## src/rtl/regfile_wrsched.sv

```systemverilog
// Write-port scheduler and busy-mask scoreboard for the 16x16 register file.
// Round-robin arbitration of ALU and load writebacks onto one registered write port.
module regfile_wrsched (
  input  logic        clk,
  input  logic        rst,
  input  logic        hold,
  input  logic        v0,
  input  logic [3:0]  d0,
  input  logic [15:0] x0,
  output logic        r0,
  input  logic        v1,
  input  logic [3:0]  d1,
  input  logic [15:0] x1,
  output logic        r1,
  input  logic        rsv_v,
  input  logic [3:0]  rsv_sel,
  output logic        rsv_r,
  output logic        wen,
  output logic [3:0]  selR,
  output logic [15:0] bus,
  output logic [15:0] busy
);

  logic        last;       // index of the most recently granted requester
  logic        xfer;
  logic [15:0] busy_next;

  // last==1 means requester 1 won the previous transfer, so requester 0 wins a tie.
  assign r0   = ~rst & ~hold & v0 & (~v1 | last);
  assign r1   = ~rst & ~hold & v1 & (~v0 | ~last);
  assign xfer = r0 | r1;

  // The retiring write frees its register in the same cycle it may be re-reserved.
  assign rsv_r = ~rst & (~busy[rsv_sel] | (wen & (selR == rsv_sel)));

  // NOTE: every variable written here gets a default first, so no latch is inferred.
  always_comb begin
    busy_next = busy;
    if (wen)
      busy_next[selR] = 1'b0;
    if (rsv_v && rsv_r)
      busy_next[rsv_sel] = 1'b1;
  end

  // NOTE: sequential state uses non-blocking assignments so all flops update together.
  always_ff @(posedge clk) begin
    if (rst) begin
      wen  <= 1'b0;
      selR <= 4'd0;
      bus  <= 16'h0000;
      busy <= 16'h0000;
      last <= 1'b1;
    end else begin
      wen  <= xfer;
      busy <= busy_next;
      if (xfer) begin
        last <= r1;
        selR <= r1 ? d1 : d0;
        bus  <= r1 ? x1 : x0;
      end
    end
  end

endmodule

```

## config.mk

```make
export PLATFORM = sky130hd
export DESIGN_NAME = regfile_wrsched
export DESIGN_NICKNAME = d
export VERILOG_FILES = /design/src/rtl/regfile_wrsched.sv
export SDC_FILE = /design/constraint.sdc
export NUM_CORES = 1
export LEC_CHECK = 0
export ABC_CLOCK_PERIOD_IN_PS = 1400
export CAP_MARGIN = 20
export CELL_PAD_IN_SITES_DETAIL_PLACEMENT = 1
export CELL_PAD_IN_SITES_GLOBAL_PLACEMENT = 2
export CORE_MARGIN = 2
export CORE_UTILIZATION = 22
export CTS_BUF_LIST = sky130_fd_sc_hd__clkbuf_8
export CTS_CLUSTER_SIZE = 24
export DETAILED_ROUTE_END_ITERATION = 7
export PLACE_DENSITY = 0.88
export SLEW_MARGIN = 40
export SYNTH_ARGS = -nofsm -noshare
export SYNTH_HDL_FRONTEND = slang
export SYNTH_SLANG_ARGS = --single-unit
```

## constraint.sdc

```tcl
create_clock -name clk -period 1.4 [get_ports clk]
set_input_delay 0.21 -clock clk [delete_from_list [all_inputs] [get_ports clk]]
set_output_delay 0.21 -clock clk [all_outputs]
set_load 0.03 [all_outputs]
```

# == After elaboration in Yosys (flattened, before gate mapping) ==
# Index checks and enable logic that the tools add are counted.
# word_totals
regBits,38
in_bits,50
wordCells,43
# op_classes
order_cmp,4
reduce_logical,3
mux,10
eq_ne,1
n_bitwise,20
# ops
op,count
$mux W16,3
$and A16 B16 Y16,1
$not A16 Y16,1
$or A16 B16 Y16,1
$lt A4 B5 Y1 const B,2
$demux W1 S4,2
$ge A4 B1 Y1 const B,2
$and A1 B1 Y1,7
$not A1 Y1,6
$bmux W1 S4,1
$eq A4 B4 Y1,1
$mux W4,1
$or A1 B1 Y1,4
$logic_and A1 B1 Y1,3
$mux W1,3

# == Logic depth before layout (Yosys ltp) ==
# Gate-level depths: netlist of run 1.
# logic_depth
ltp_word,9
mapped_depth,6

# == Least setup slack after synthesis of run 1 ==
# OpenSTA, ideal clock, no wires.
# synth_timing
path_kind,reg2out
from,reg selR[0]
to,out rsv_r
required_time_ps,1190
arrival_ps,1615
stages_incl_launch_ff,5
setup_slack_ps,-425
path_cell_list,dfxtp_1 -> xor2_1 -> nor3_4 -> nand2_1 -> a21oi_1
# synth_via
elab_chain_cells,4
# synth_lines
item,line_no,rtl
from (decl),19,"output logic [3:0] selR,"
from (signal assigned),58,selR <= r1 ? d1 : d0;
$eq A4 B4 Y1,34,assign rsv_r = ~rst & (~busy[rsv_sel] | (wen & (selR == rsv_sel)));
$and A1 B1 Y1,34,
$or A1 B1 Y1,34,
$and A1 B1 Y1,34,
to (decl),17,"output logic rsv_r,"
# No other way between the ends.

# == Worst setup path after layout of run 1 ==
# layout_timing
from,reg busy[9]
to,out rsv_r
# layout_via
elab_chain_cells,5
# layout_lines
item,line_no,rtl
from (decl),21,output logic [15:0] busy
from (signal assigned),55,busy <= busy_next;
$bmux W1 S4,34,
$mux W1 (implied by the code),34,
$not A1 Y1,34,
$or A1 B1 Y1,34,
$and A1 B1 Y1,34,
# No other way between the ends. The select of a mux whose other input is x is not followed.

==> impl_metrics.ini, run 1 <==
[clock_tree]
h-tree-depth = 2
cts_buffer_depth = 2
tritoncts = built
cts_num_sinks = 38
cts_buffers = 5
cts.clk_slew.worst_paths_ns = 0.07
postCtsHoldBufs = 0
cts-root-buf = clkbuf_8
clk_latency_ns = 0.29

[sta]
setup_violations = 17
max_freq_ghz = 0.515
final-hold-violation-count = 0
period_minus_slack_ns = 1.94
finalCritPeriodShare_pct = 139
setup_slack_ns = -0.542
worstMarginPinSlew_ns = 0.398
setup_tns_ns = -6.03
fin_skew_ns = 0.00587
max_slew_margin_pct = 73.4
maxSlewViolCount = 0
rsz0062_at_grt = true

[yosys]
yosysTopAreaCell = dfxtp_1
synthTopCellsByArea = dfxtp_1 (39%), mux2i_1 (15%), a211oi_1 (7.7%)
synth-edff-count = 0
synth_seq_cells = 38
syn-instance-count = 203
synth.most_common_cell = dfxtp_1
synthTopCellsByCount = dfxtp_1 (38), mux2i_1 (29), nor2_1 (24)
synth_top_area_share_pct = 39.2
postSynthAreaPerCell_um2 = 9.56
yosys_warnings = 0
ys.flop_type = dfxtp_1
async_reset_ff_share_pct = 0
synth_seq_area_share_pct = 39.2
syn-cell-area_mm2 = 0.00194
yosysUniqueCellTypes = 32
syn_nets = 253

[place]
io_buffers = 89
gp_congestion = 0.869
post-place-cells = 433
dp_slack_ns = -0.783
dp_hpwl_mm = 5.53

[layout]
multi_input_area_mm2 = 0.00120
postLayoutCoreUtil_pct = 41.4
antenna_cells = 0
final_nets = 393
seq_area_um2 = 785
num-fill-cells = 995
syn2layout_area_growth_pct = 84.2
final_cell_count_no_fill = 451
drive_above_1_share_pct = 33.5

[floorplanning]
num_rows = 34
die_area_mm2 = 0.00959
die_height_um = 97.9
fp.coreArea_mm2 = 0.00864
fp.dieW_um = 97.9
start_util_pct = 22.5
io_pins = 90

[global_route]
grt_antenna_before_repair = 0
grt_pass1_vias = 2227
overflow = 0
grt_pass1_wl_mm = 11.3
grt_usage_pct = 14.7
grt_max_degree = 24

[pwr]
power_mw = 2.60
power_density_mw_per_mm2 = 729
total_leakage_power_nw = 1.65
peakVddDrop_mv = 0.317

[worst_setup_path]
max_stage_delay_ns = 0.53
cpLargestDelayFamily = multiplexers
path_cells = mux2i_1 -> mux4_2 -> mux2i_4 -> a21oi_4 -> buf_6
critPathBufInv = 1
critPathLaunchType = flop
crit_path_end_kind = output pin
required_ns = 1.19
cp_slowest_cell = mux4_2
arrival_ns = 1.73
path_max_fanout = 2
critPathKind = reg -> out

[detailed_routing]
drc = 0
vias = 2159
viasPerCell = 4.79
antenna_left = 0
wl_met2_mm = 3.93
dr.first_iter.drc_count = 32
avgRoutedWirePerCell_um = 16.4
top_layer = met4
route.met3.wl_um = 341
drt-met1-wl_mm = 2.91
dr.pass1.iters = 4
routed_wl_mm = 7.38

[worst_hold_path]
hp-class = in -> reg

[status]
violations = setup timing
outcome = finished with violations

[job]
drv_cap = 0
==> path summary, 6_finish.rpt <==
path,startpoint,end,slack (ns),cells past startpoint
max reg2reg,busy[9],busy[11],-0.45,8
min reg2reg,bus[1],bus[1],0.50,2
min,v0,last,0.44,3
max,busy[9],rsv_r,-0.54,5
==> routing by layer <==
| layer | up-vias | track usage, % |
|---|---|---|
| met4 | 0 | 5.24 |
| met5 | - | 0 |
| li1 | 1041 | - |
| met2 | 58 | 26.9 |
| met3 | 13 | 3.36 |
| met1 | 1047 | 16.6 |
==> metrics by stage <==
step / hold WS (ns) / cell area, um^2
after floorplan: 0.348 / 1990
after global placement: 0.486 / 3310
after detailed placement: 0.499 / 3310
after CTS: 0.429 / 3450
after global routing: 0.454 / 3570
final: 0.440 / 3570
==> sequential cells by signal, indices dropped and copies added (netlist names) <==
register,cells
selR,4
wen,1
bus,16
last,1
busy,16
==> placed cells by master, fill, tap and decap left out, types with 2 or more instances in the layout <==
| cell | instances |
|---|---|
| nand2_1 | 7 |
| nor2_1 | 23 |
| nand2b_1 | 7 |
| a211oi_1 | 19 |
| buf_12 | 4 |
| o21ai_2 | 2 |
| buf_4 | 50 |
| dfxtp_2 | 19 |
| inv_1 | 4 |
| buf_6 | 12 |
| nor3b_1 | 2 |
| o21ai_1 | 2 |
| mux4_2 | 2 |
| o41ai_2 | 2 |
| dlygate4sd2_1 | 38 |
| clkdlybuf4s50_1 | 42 |
| dfxtp_1 | 19 |
| nand3b_1 | 6 |
| o211ai_1 | 9 |
| o311ai_0 | 3 |
| mux2i_1 | 28 |
| o31ai_2 | 8 |
| xor2_1 | 3 |
| clkbuf_8 | 5 |
| a21oi_4 | 3 |
| nand3_1 | 7 |
==> tightest hold or removal path, stage by stage <==
cell,delay [ns]
dlygate4sd2_1,0.27
nand2b_1,0.09
a221o_1,0.13
==> cell type report <==
| cell class | count | share of cell area [%] |
|---|---|---|
| timing repair buffer | 149 | 38.3 |
| multi-input combinational | 147 | 33.6 |
| sequential | 38 | 21.9 |
| tap | 108 | 3.78 |
| clock buffer | 5 | 1.93 |
| clock inverter | 2 | 0.210 |
| inverter | 2 | 0.210 |
==> report_power, final <==
part	switching, mW	internal, mW	leakage [nW]	total [mW]
clock	0.381	0.329	0.0466	0.710
sequential	0.0335	1.14	0.319	1.17
combinational	0.365	0.361	1.29	0.726
==> cell families after synthesis <==
family / synth area share, %
compound gates: 21.3
flops: 39.2
simple gates: 15.7
xor+xnor: 1.81
buf+inv: 4.71
mux: 17.3
==> timing repair <==
action                                  4_1_cts  5_1_grt
gates cloned                                  0        0
endpoints found under the hold margin         0        0
setup buffers                                 5        7
endpoints found under the setup margin       69       21
pin swaps                                     3        3
resized for setup                            59       19
Note: power is estimated with default switching activity, not from simulation.
==> run 2: changes to the inputs <==
- ABC_AREA: default -> 1
- CORE_MARGIN: 2 -> default
- CORE_UTILIZATION: 22 -> 20
==> run 2 against run 1 <==
The flow still finishes with violations (setup timing). Non-clock buffer count decreased by 21. Cell area is 2.0% lower. First-iteration DRC count is 22% higher. Critical endpoint unchanged. Routed wire length grew 6.8%. Critical path type is now in -> out. Total power increased by 6.6%. Sequential power is essentially flat.
==> impl_metrics.ini, run 2 <==
[status]
outcome = finished with violations
violations = setup timing

[sta]
maxSlewViolCount = 0
fin_hold_ws_ns = 0.476
rsz0062_at_grt = true
fin_skew_ns = 0.0112
setup_violations = 17
worstMarginPinSlew_ns = 0.334
max_slew_margin_pct = 77.8
finalCritPeriodShare_pct = 119
final-hold-violation-count = 0
setup_slack_ns = -0.272
setup_tns_ns = -2.32
period_minus_slack_ns = 1.67
max_freq_ghz = 0.598

[detailed_routing]
antenna_left = 0
avgRoutedWirePerCell_um = 14.0
drc = 0
routed_wl_mm = 7.88
viasPerCell = 4.53
dr.pass1.iters = 4
vias = 2557
dr.first_iter.drc_count = 39

[global_route]
grt_pass1_wl_mm = 12.7
grt_pass1_vias = 2623
grt_antenna_before_repair = 0
grt_usage_pct = 15.5
grt_max_degree = 32
overflow = 0

[clock_tree]
cts.clk_slew.worst_paths_ns = 0.08
cts_num_sinks = 38
cts_buffers = 5
cts-root-buf = clkbuf_8
clk_latency_ns = 0.29
h-tree-depth = 2
tritoncts = built
cts_buffer_depth = 2

[floorplanning]
fp.coreArea_mm2 = 0.00986
start_util_pct = 20.9
io_pins = 90
num_rows = 36
die_area_mm2 = 0.0107
fp.dieW_um = 103
die_height_um = 103

[yosys]
postSynthAreaPerCell_um2 = 6.53
ys.flop_type = dfxtp_1
synthTopCellsByCount = nand2_1 (92), dfxtp_1 (38), inv_1 (31)
synthTopCellsByArea = dfxtp_1 (37%), nand2_1 (17%), o211ai_1 (7.7%)
synth_seq_area_share_pct = 37.0
synth.most_common_cell = nand2_1
synth-edff-count = 0
yosysTopAreaCell = dfxtp_1
synth_seq_cells = 38
syn-cell-area_mm2 = 0.00206
yosysUniqueCellTypes = 22
yosys_warnings = 0
async_reset_ff_share_pct = 0
synth_top_area_share_pct = 37.0
syn-instance-count = 315
syn_nets = 365

[worst_hold_path]
min-delay-start = v0
hp-class = in -> reg
whs_path_depth = 5
whs_endpoint = last

[layout]
layout_common_cells = nand2_1 (90), clkdlybuf4s50_1 (41), dlygate4sd2_1 (41), buf_4 (33), inv_1 (32)
seq_area_um2 = 795
postLayoutCoreUtil_pct = 35.5
final_cell_count_no_fill = 564
num-fill-cells = 1248
drive_above_1_share_pct = 20.6
antenna_cells = 0
syn2layout_area_growth_pct = 70.4
final_common_cell = nand2_1
final_nets = 480
final_area_mm2 = 0.00350
multi_input_area_mm2 = 0.00110
reg_top3 = bus: 16 flops, busy: 16 flops, selR: 4 flops

[place]
io_buffers = 89
dp_slack_ns = -0.529
dp_hpwl_mm = 6.05
gp_congestion = 0.787
post-place-cells = 550
place_area_mm2 = 0.00335

[worst_setup_path]
path_max_fanout = 11
rr_endpoint = busy[12]
cp_common_cell = nand2_1
max_stage_delay_ns = 0.28
cpLargestDelayFamily = buffers and inverters
arrival_ns = 1.46
required_ns = 1.19
r2r_slack_ns = -0.16
critPathLaunchType = input port
cp_slowest_cell = dlygate4sd2_1
path_cells = dlygate4sd2_1 -> buf_6 -> nand2_1 -> nand2_1 -> nand2_1 -> nand2_1 -> nand2_1 -> nand2_2 -> o21ai_4 -> and2_4 -> buf_6
r2r_cells = 12
crit_path_end_kind = output pin
critPathBufInv = 3
critPathKind = in -> out
rr_startpoint = busy[6]

[pwr]
total_leakage_power_nw = 1.71
peakVddDrop_mv = 0.333
power_mw = 2.78
power_density_mw_per_mm2 = 792

[job]
drv_cap = 0
==> run 2: cell types whose count changed in the layout (fill, tap and decap cells not counted), moves of 12 or more <==
cell      previous run  this run
o21ai_0              0        14
mux2i_1             28         0
nand2_1              7        90
nand4_1              1        17
a21oi_1              0        15
inv_1                4        32
nand3_1              7        25
buf_4               50        33
o211ai_1             9        21
a211oi_1            19         0
==> run 2: routing by layer <==
layer  track usage [%]  routed length, um  vias up
met5                 0                  0        -
met4              4.44                127        0
met3              3.97                515       11
met2              27.6               3860       82
met1              18.3               3380     1193
li1                  -                  -     1271
==> run 2: repair_timing <==
| action | 4_1_cts | 5_1_grt |
|---|---|---|
| hold buffers | 0 | 0 |
| pin swaps | 6 | 3 |
| hold endpoints to repair | 0 | 0 |
| gates resized for setup | 54 | 5 |
| setup buffers | 2 | 4 |
| endpoints found under the setup margin | 55 | 20 |
==> run 2: report_power, final <==
| part | switching (mW) | internal [mW] | total [mW] | leakage, nW |
|---|---|---|---|---|
| Clock | 0.406 | 0.519 | 0.925 | 0.0607 |
| Sequential | 0.0394 | 1.13 | 1.17 | 0.321 |
| Combinational | 0.368 | 0.312 | 0.680 | 1.33 |
| Total | 0.813 | 1.96 | 2.78 | 1.71 |
==> run 2: cell type report <==
type,count,area share [%]
Tap cell,133,4.75
Clock buffer,5,1.96
Clock inverter,3,1.07
Inverter,37,4.03
Timing Repair Buffer,128,34.2
Multi-Input combinational cell,220,31.3
Sequential cell,38,22.7
==> run 2: cells by family (layout without fill, tap and decap cells) <==
family                    after synthesis  after routing  synth area share (%)
DFF                                    38             38                  37.0
AOI/OAI and AO/OA                      57             57                  17.4
and+or+nand+nor                       162            162                  33.5
xor gates and xnor gates                1              1                 0.426
buffers and inverters                  57            173                  11.7
==> run 2: worst register-to-register path: stages, from the launching register on <==
cell	delay, ns
dfxtp_2	0.34
nand2_1	0.07
nand2_1	0.05
nand2_1	0.06
nand2_1	0.05
nand2_1	0.07
nand2_2	0.07
o21ai_4	0.16
buf_4	0.13
buf_4	0.10
buf_4	0.13
nand4_1	0.11
a21oi_1	0.14
==> run 2: how the worst max path moves through the flow <==
stage	start	slack [ns]	depth (start not counted)	end
floorplan	selR[1]	-0.06	7	rsv_r
global placement	rsv_sel[0]	-0.48	8	rsv_r
detailed placement	rsv_sel[0]	-0.53	12	busy[4]
CTS	selR[0]	-0.29	7	rsv_r
global route	selR[0]	-0.37	7	rsv_r
finish	rsv_sel[0]	-0.27	11	rsv_r
